===== src/rtl/alu_op_sequencer_bf16_if.sv =====
// Command, ALU-side and response signals of the bf16 ALU op sequencer.
// slave = sequencer view, master = issue/consumer/ALU environment view.
interface alu_op_sequencer_bf16_if #(
    parameter int WIDTH = 16
);
    logic             cmd_valid;
    logic             cmd_ready;
    logic [3:0]       cmd_op;
    logic [WIDTH-1:0] cmd_a;
    logic [WIDTH-1:0] cmd_b;
    logic [WIDTH-1:0] alu_a;
    logic [WIDTH-1:0] alu_b;
    logic [3:0]       alu_ctrl;
    logic [WIDTH-1:0] alu_y;
    logic             rsp_valid;
    logic             rsp_ready;
    logic [WIDTH-1:0] rsp_data;
    logic             rsp_err;

    modport slave (
        input  cmd_valid, cmd_op, cmd_a, cmd_b,
        input  alu_y, rsp_ready,
        output cmd_ready, alu_a, alu_b, alu_ctrl,
        output rsp_valid, rsp_data, rsp_err
    );

    modport master (
        output cmd_valid, cmd_op, cmd_a, cmd_b,
        output alu_y, rsp_ready,
        input  cmd_ready, alu_a, alu_b, alu_ctrl,
        input  rsp_valid, rsp_data, rsp_err
    );
endinterface


===== src/rtl/alu_op_sequencer_bf16.sv =====
// Single-outstanding sequencer in front of the fixed-latency alu_bf16.
// Latches a command, waits ALU_LATENCY edges, returns alu_y as a response.
module alu_op_sequencer_bf16 #(
    parameter int WIDTH       = 16,
    parameter int ALU_LATENCY = 2,
    parameter int CNT_WIDTH   = 16
) (
    input  logic                 clock,
    input  logic                 reset_n,
    alu_op_sequencer_bf16_if.slave bus,
    output logic [CNT_WIDTH-1:0] op_count
);
    localparam int CW = (ALU_LATENCY > 0) ? $clog2(ALU_LATENCY + 1) : 1;

    typedef enum logic [1:0] {
        S_IDLE,
        S_WAIT,
        S_DONE
    } state_t;

    state_t           state;
    state_t           state_nxt;
    logic [3:0]       op_q;
    logic [WIDTH-1:0] a_q;
    logic [WIDTH-1:0] b_q;
    logic [WIDTH-1:0] data_q;
    logic             err_q;
    logic [CW-1:0]    wait_cnt;
    logic             cmd_legal;
    logic             cmd_fire;
    logic             rsp_fire;

    assign cmd_legal = (bus.cmd_op == 4'd1) || (bus.cmd_op == 4'd2)
                     || (bus.cmd_op == 4'd3);
    assign cmd_fire  = (state == S_IDLE) && bus.cmd_valid;
    assign rsp_fire  = (state == S_DONE) && bus.rsp_ready;

    always_ff @(posedge clock or negedge reset_n) begin
        if (!reset_n) begin
            state <= S_IDLE;
        end else begin
            state <= state_nxt;
        end
    end

    always_comb begin
        state_nxt = state;
        unique case (state)
            S_IDLE: begin
                if (bus.cmd_valid) begin
                    state_nxt = cmd_legal ? S_WAIT : S_DONE;
                end
            end
            S_WAIT: begin
                if (wait_cnt == '0) begin
                    state_nxt = S_DONE;
                end
            end
            S_DONE: begin
                if (bus.rsp_ready) begin
                    state_nxt = S_IDLE;
                end
            end
            default: state_nxt = S_IDLE;
        endcase
    end

    // Illegal opcodes skip the ALU and leave alu_a/alu_b untouched.
    always_ff @(posedge clock or negedge reset_n) begin
        if (!reset_n) begin
            op_q     <= '0;
            a_q      <= '0;
            b_q      <= '0;
            data_q   <= '0;
            err_q    <= 1'b0;
            wait_cnt <= '0;
            op_count <= '0;
        end else begin
            if (cmd_fire) begin
                if (cmd_legal) begin
                    op_q     <= bus.cmd_op;
                    a_q      <= bus.cmd_a;
                    b_q      <= bus.cmd_b;
                    wait_cnt <= CW'(ALU_LATENCY);
                end else begin
                    data_q <= '0;
                    err_q  <= 1'b1;
                end
            end
            if (state == S_WAIT) begin
                if (wait_cnt != '0) begin
                    wait_cnt <= wait_cnt - CW'(1);
                end else begin
                    data_q <= bus.alu_y;
                    err_q  <= 1'b0;
                end
            end
            if (rsp_fire) begin
                op_count <= op_count + CNT_WIDTH'(1);
            end
        end
    end

    always_comb begin
        bus.cmd_ready = (state == S_IDLE);
        bus.rsp_valid = (state == S_DONE);
        bus.alu_ctrl  = (state == S_WAIT) ? op_q : 4'd0;
        bus.alu_a     = a_q;
        bus.alu_b     = b_q;
        bus.rsp_data  = data_q;
        bus.rsp_err   = err_q;
    end
endmodule

===== src/flat_wrapper.sv =====
// flat-port wrapper written by rule: the top's interface ports become plain ports
module alu_op_sequencer_bf16_flat 
#(
    parameter int WIDTH       = 16,
    parameter int ALU_LATENCY = 2,
    parameter int CNT_WIDTH   = 16
)
  (clock, reset_n, op_count, bus_cmd_valid, bus_cmd_op, bus_cmd_a, bus_cmd_b, bus_alu_y, bus_rsp_ready, bus_cmd_ready, bus_alu_a, bus_alu_b, bus_alu_ctrl, bus_rsp_valid, bus_rsp_data, bus_rsp_err);
  alu_op_sequencer_bf16_if #(.WIDTH(WIDTH)) bus_i ();
  input  logic clock;
  input  logic reset_n;
  output logic [CNT_WIDTH-1:0] op_count;
  input wire logic [$bits(bus_i.cmd_valid)-1:0] bus_cmd_valid;
  input wire logic [$bits(bus_i.cmd_op)-1:0] bus_cmd_op;
  input wire logic [$bits(bus_i.cmd_a)-1:0] bus_cmd_a;
  input wire logic [$bits(bus_i.cmd_b)-1:0] bus_cmd_b;
  input wire logic [$bits(bus_i.alu_y)-1:0] bus_alu_y;
  input wire logic [$bits(bus_i.rsp_ready)-1:0] bus_rsp_ready;
  output wire logic [$bits(bus_i.cmd_ready)-1:0] bus_cmd_ready;
  output wire logic [$bits(bus_i.alu_a)-1:0] bus_alu_a;
  output wire logic [$bits(bus_i.alu_b)-1:0] bus_alu_b;
  output wire logic [$bits(bus_i.alu_ctrl)-1:0] bus_alu_ctrl;
  output wire logic [$bits(bus_i.rsp_valid)-1:0] bus_rsp_valid;
  output wire logic [$bits(bus_i.rsp_data)-1:0] bus_rsp_data;
  output wire logic [$bits(bus_i.rsp_err)-1:0] bus_rsp_err;
  assign bus_i.cmd_valid = bus_cmd_valid;
  assign bus_i.cmd_op = bus_cmd_op;
  assign bus_i.cmd_a = bus_cmd_a;
  assign bus_i.cmd_b = bus_cmd_b;
  assign bus_i.alu_y = bus_alu_y;
  assign bus_i.rsp_ready = bus_rsp_ready;
  assign bus_cmd_ready = bus_i.cmd_ready;
  assign bus_alu_a = bus_i.alu_a;
  assign bus_alu_b = bus_i.alu_b;
  assign bus_alu_ctrl = bus_i.alu_ctrl;
  assign bus_rsp_valid = bus_i.rsp_valid;
  assign bus_rsp_data = bus_i.rsp_data;
  assign bus_rsp_err = bus_i.rsp_err;
  alu_op_sequencer_bf16 #(.WIDTH(WIDTH), .ALU_LATENCY(ALU_LATENCY), .CNT_WIDTH(CNT_WIDTH)) u_core (.clock(clock), .reset_n(reset_n), .bus(bus_i), .op_count(op_count));
endmodule

===== config.mk =====
export PLATFORM = sky130hd
export DESIGN_NAME = alu_op_sequencer_bf16_flat
export DESIGN_NICKNAME = d
export VERILOG_FILES = /design/src/rtl/alu_op_sequencer_bf16_if.sv /design/src/rtl/alu_op_sequencer_bf16.sv /design/src/flat_wrapper.sv
export SDC_FILE = /design/constraint.sdc
export NUM_CORES = 1
export LEC_CHECK = 0
export BUFFER_PORTS_ARGS = -buffer_cell sky130_fd_sc_hd__buf_2
export CAP_MARGIN = 20
export CORE_ASPECT_RATIO = 1.2
export CORE_MARGIN = 4
export CORE_UTILIZATION = 43
export CTS_CLUSTER_DIAMETER = 40
export DETAILED_ROUTE_END_ITERATION = 12
export PLACE_DENSITY = 0.76
export SETUP_SLACK_MARGIN = 0.2
export SLEW_MARGIN = 20
export SYNTH_ARGS = -nofsm -noshare
export SYNTH_HDL_FRONTEND = slang
export SYNTH_SLANG_ARGS = --single-unit

===== constraint.sdc =====
create_clock -name clock -period 1.5 [get_ports clock]
set_input_delay 0.375 -clock clock [delete_from_list [all_inputs] [get_ports clock]]
set_output_delay 0.375 -clock clock [all_outputs]
set_load 0.01 [all_outputs]

# Yosys cells after proc, flatten, opt, wreduce, memory -nomap -nowiden
# Cells that the tools add are included.
[classes]
addsub = 2
n_mux = 18
eq_ne = 8
reduce_logical = 9
[op_table]
columns = ["operator", "n"]
rows = [
  ["$mux 16", 4],
  ["$add 16x1->16 const B", 1],
  ["$mux 2", 8],
  ["$eq 4x2->1 const B", 2],
  ["$pmux 2 s3", 1],
  ["$eq 4x1->1 const B", 1],
  ["$logic_not 2->1", 2],
  ["$mux 1", 4],
  ["$mux 4", 1],
  ["$ne 2x2->1 const B", 2],
  ["$reduce_and 3->1", 1],
  ["$eq 2x1->1 const B", 1],
  ["$eq 2x2->1 const B", 1],
  ["$logic_and 1x1->1", 2],
  ["$logic_or 1x1->1", 2],
  ["$ne 2x1->1 const B", 1],
  ["$reduce_and 2->1", 1],
  ["$reduce_bool 2->1", 1],
  ["$sub 2x1->2 const B", 1],
]
[totals]
out_inout_bits = 71
word_cells = 45
register_bits = 73
in_bits = 56

# Depth between registers and ports, before layout
[depth]
depth_word = 7
mapped_depth = 6

# Worst setup path before layout
# Ideal clock, no wire load.
[synth_path]
path_type = "register to register"
from = "reg u_core.state[1]"
to = "reg u_core.b_q[0] (netlist: u_core.bus.alu_b[0])"
setup_ns = 0.125
path_slack_ns = 0.015
path_stages_with_launch = 6
t_arrival_ns = 1.360
required_time_ns = 1.375
cell_sequence = "dfrtp_1 nor2_2 nand3_1 buf_4 buf_6 mux2_4"
[synth_via]
elab_chain_len = 3
[synth_rtl]
columns = ["item", "line_no", "text"]
rows = [
  ["from (decl)", "alu_op_sequencer_bf16.sv:21", "state_t state;"],
  ["from (signal assigned)", "alu_op_sequencer_bf16.sv:42", "state <= state_nxt;"],
  ["$logic_not 2->1", "-", ""],
  ["net bus_cmd_ready", "flat_wrapper.sv:19", "output wire logic [$bits(bus_i.cmd_ready)-1:0] bus_cmd_ready;"],
  ["$logic_and 1x1->1", "alu_op_sequencer_bf16.sv:35", "assign cmd_fire = (state == S_IDLE) && bus.cmd_valid;"],
  ["$reduce_and 2->1 (no source line)", "-", ""],
  ["to (signal assigned)", "alu_op_sequencer_bf16.sv:83", "b_q <= bus.cmd_b;"],
  ["to (decl)", "alu_op_sequencer_bf16.sv:25", "logic [WIDTH-1:0] b_q;"],
]
# The timed path passes the listed nets, and every way through them passes these cells.
# A chain may end at the register's enable or synchronous reset.

# Worst setup path in the final report
[layout_path]
from = "reg u_core.state[0]"
to = "out bus_alu_ctrl[2]"
[layout_via]
elab_chain_len = 2
[layout_rtl]
columns = ["item", "line_no", "text"]
rows = [
  ["$eq 2x1->1", "alu_op_sequencer_bf16.sv:107", "bus.alu_ctrl = (state == S_WAIT) ? op_q : 4'd0;"],
  ["$mux 4", "alu_op_sequencer_bf16.sv:107", ""],
  ["to (decl)", "flat_wrapper.sv:22", "output wire logic [$bits(bus_i.alu_ctrl)-1:0] bus_alu_ctrl;"],
]
# Every way passes these cells.

==> flow_summary_export.csv <==
group,metric,value,unit
outcome,outcome,"finished with violations",
outcome,violations,"negative setup slack",
detailed_routing,viasPerCell,4.86,
cts,clock-sinks,73,
power_and_ir_drop,max-vdd-ir-drop,0.968,mV
grt,grt_pass1_vias,2392,
timing,setup_viol,40,
power_and_ir_drop,seq_power_share,41.1,%
detailed_routing,vias,2285,
timing,report.final.slew_viol_count,0,
cts,clock_latency,340,ps
cts,cts.path.max_buffers,2,
setup_path,start_kind,"flop",
detailed_routing,drt-total-wl,7.29,mm
timing,fmax,605,MHz
timing,rsz0062_at_grt,"yes",
floorplan,num_rows,32,
setup_path,cp.arrival,1280,ps
power_and_ir_drop,p_int,5.16,mW
setup_path,critPathKind,"reg2out",
grt,antenna_found_initial,0,
timing,period_needed,1650,ps
logic_synthesis,synth_nets,256,
logic_synthesis,ys_seq_elements,73,
placed_design,place.gp.congestion,0.760,
timing,final.period_utilization,110,%
placed_design,portBuffers,126,
detailed_routing,post-route-drc-count,0,
grt,grt_overflow,0,
placed_design,dp_hpwl,4.96,mm
power_and_ir_drop,combPwrFrac,37.3,%
logic_synthesis,synth_fa_ha_area_share,0.423,%
logic_synthesis,ys_types,33,
logic_synthesis,synth_compound_area_share,6.05,%
cts,ctsRootBufferMaster,"clkbuf_8",
power_and_ir_drop,power_switching,2.33,mW
detailed_routing,post_drt_wl_per_cell,15.5,microns
timing,max_slew.worst_pin.slew,285,ps
placed_design,placed_area,3830,sq um
logic_synthesis,muxShareOfSynthArea,14.6,%
job,cap_violations,0,
timing,clock_skew,15.9,ps
cts,cts.reportedPaths.clkPinSlew,80,ps
power_and_ir_drop,power_leakage,2.46,nW
detailed_routing,drtIter0Drc,55,
power_and_ir_drop,power_density,1650,nW/um^2
logic_synthesis,seq_area_frac_synth,61.8,%
floorplan,ios,127,
logic_synthesis,synth-xor-area-share,4.45,%
timing,hold_viol,0,
detailed_routing,first_pass_iters,4,
cts,cts_max_level,3,
worst_hold_path,hp-class,"in2reg",
logic_synthesis,synth_top_family_by_area,"multiplexers",
logic_synthesis,yosys.area_share.simple,10.7,%
power_and_ir_drop,finalPower,7.50,mW
logic_synthesis,synthCells,199,
power_and_ir_drop,power_frac_clock,21.6,%
setup_path,r2r_slack,-60,ps
setup_path,critPathRequiredTime,1120,ps
floorplan,die-area,8270,sq um
layout,n_antenna_cell,0,
setup_path,crit_fanout,4,
layout,drive_above_1_share,67.0,%
floorplan,start_util,45.0,%
grt,grt_pass1_wl,11.5,mm
floorplan,coreArea,6570,sq um
setup_path,cp-end-kind,"primary output",
logic_synthesis,ys_warn_count,0,
cts,cts-buffers-inserted,9,
power_and_ir_drop,sw_frac_of_total,31.1,%
timing,slew_headroom,80.8,%
grt,grt_max_degree,34,
detailed_routing,antenna_left,0,
cts,cts_tree,"built",
grt,grt_usage,17.4,%
timing,setup_ws,-154,ps
logic_synthesis,synth.avg_cell_area,14.9,sq um
floorplan,die_h,98.8,microns
floorplan,die_width,83.7,microns
layout,fin_nets,437,
layout,final_cell_area,4530,sq um
layout,area_growth,53.3,%
logic_synthesis,mappedNetlistArea,2960,sq um
[cells in the mapped netlist]
library cell	count	area, sq um
a31o_2	1	8.76
and2_1	6	37.5
nor4_4	1	21.3
nor2_2	1	6.26
xnor2_1	9	78.8
nand3_1	7	35.0
o21ai_0	3	15.0
ha_1	1	12.5
nor3b_1	1	7.51
and3_1	3	18.8
a21oi_1	1	5.00
nand2b_4	1	13.8
mux2_2	18	203
buf_4	1	7.51
nand4b_4	1	23.8
nand3b_1	1	7.51
nand4_1	4	25.0
mux2_4	10	150
mux2_1	7	78.8
o311a_1	1	10.0
inv_1	2	7.51
buf_6	3	33.8
nand2_1	6	22.5
nor2_4	1	11.3
buf_2	2	10.0
a22o_1	16	140
nor2_1	6	22.5
nor3_1	1	5.00
nor3_4	2	32.5
dfrtp_1	73	1830
nor3_2	1	10.0
and2b_1	2	15.0
xor2_1	6	52.6
[cell type report]
cell class / count / area, sq um
inverters: 2 / 7.51
clock inverters: 4 / 50.0
fillers: 502 / 2030
multi-input cells: 118 / 1190
repair buffers: 176 / 1170
flip-flops and latches: 73 / 1840
clock buffers: 12 / 165
well taps: 85 / 106
[flip-flops by register name, indices dropped and copies added (netlist names), named ones only]
| register | count |
|---|---|
| u_core.bus.alu_b | 16 |
| u_core.wait_cnt | 1 |
| u_core.bus.rsp_err | 1 |
| u_core.op_q | 4 |
| u_core.state | 2 |
| u_core.bus.alu_a | 16 |
| u_core.bus.rsp_data | 16 |
| u_core.op_count | 16 |
[power by group through the flow]
stage,clock [mW],combinational (mW),sequential [mW]
final,1.62,2.80,3.08
after global routing,1.76,2.99,3.18
after CTS,1.65,2.60,3.06
after detailed placement,0,2.25,3.12
after global placement,0,2.20,3.10
after floorplan,0,0.997,3.37
[worst max-delay path, cell delays in order, from the launching register on]
cell and delay, ps:
dfrtp_2 430, and2b_2 230, and2_1 140, buf_2 130
[kinds of logic (layout without fill, tap and decap cells)]
| logic type | count (synthesis) | count (layout) |
|---|---|---|
| flip-flops | 73 | 73 |
| AO/OA/AOI/OAI | 22 | 22 |
| XOR/XNOR | 15 | 15 |
| AND/OR/NAND/NOR | 45 | 45 |
| adder cells (fa/ha/maj) | 1 | 1 |
| multiplexers | 35 | 35 |
| buffers and inverters | 8 | 194 |
[layer usage]
metal	routed length [microns]	GRT usage, %	up-vias
met2	3930	30.5	70
met1	2800	20.0	1137
met4	100	6.68	0
met5	0	0	-
met3	461	5.10	6
li1	-	-	1072
[worst paths after layout]
path | cells after the start | startpoint | to
worst max register to register | 6 | u_core.state[1] | u_core.bus.alu_b[7]
worst max-delay path | 3 | u_core.state[0] | bus_alu_ctrl[2]
max in group asynchronous | 3 | reset_n | u_core.bus.alu_b[6]
worst min register to register | 1 | u_core.op_count[15] | u_core.op_count[15]
min in group asynchronous | 2 | reset_n | u_core.bus.alu_b[9]
worst min-delay path | 2 | bus_cmd_b[11] | u_core.bus.alu_b[11]
[repair_timing]
item / CTS / global route
setup endpoints to repair: 78 / 90
gates resized for setup: 20 / 26
hold buffers: 1 / 0
hold endpoints to repair: 14 / 0
pin swaps: 13 / 9
setup buffers: 21 / 14
[placed cells by master (no fill, tap or decap), drive strengths merged]
cell type / count
inv: 2
mux2: 35
a31o: 1
a22o: 16
nand3: 7
ha: 1
nand4b: 1
and2b: 2
nand4: 4
nor3: 4
a21oi: 1
buf: 175
nor4: 1
nand2: 6
nor2: 8
xor2: 6
and2: 6
dlygate4sd3: 1
clkbuf: 12
clkinvlp: 2
nand2b: 1
nor3b: 1
nand3b: 1
bufinv: 1
and3: 3
o21ai: 3
xnor2: 9
dfrtp: 73
o311a: 1
clkinv: 1
[per-stage QoR]
step / hold WS [ps] / setup WS (ps) / TNS (ps) / instances / utilization [%]
after floorplan: 79.4 / 91.8 / 0 / 199 / -
after global placement: 258 / -23.8 / -499 / 418 / 58.4
after detailed placement: 259 / -64.8 / -1690 / 418 / 58.4
after CTS: 241 / -164 / -1000 / 456 / 65.5
after global routing: 236 / -207 / -4440 / 470 / 69.0
final: 253 / -154 / -1720 / 470 / 69.0
Power figures use the tool's default switching activity.
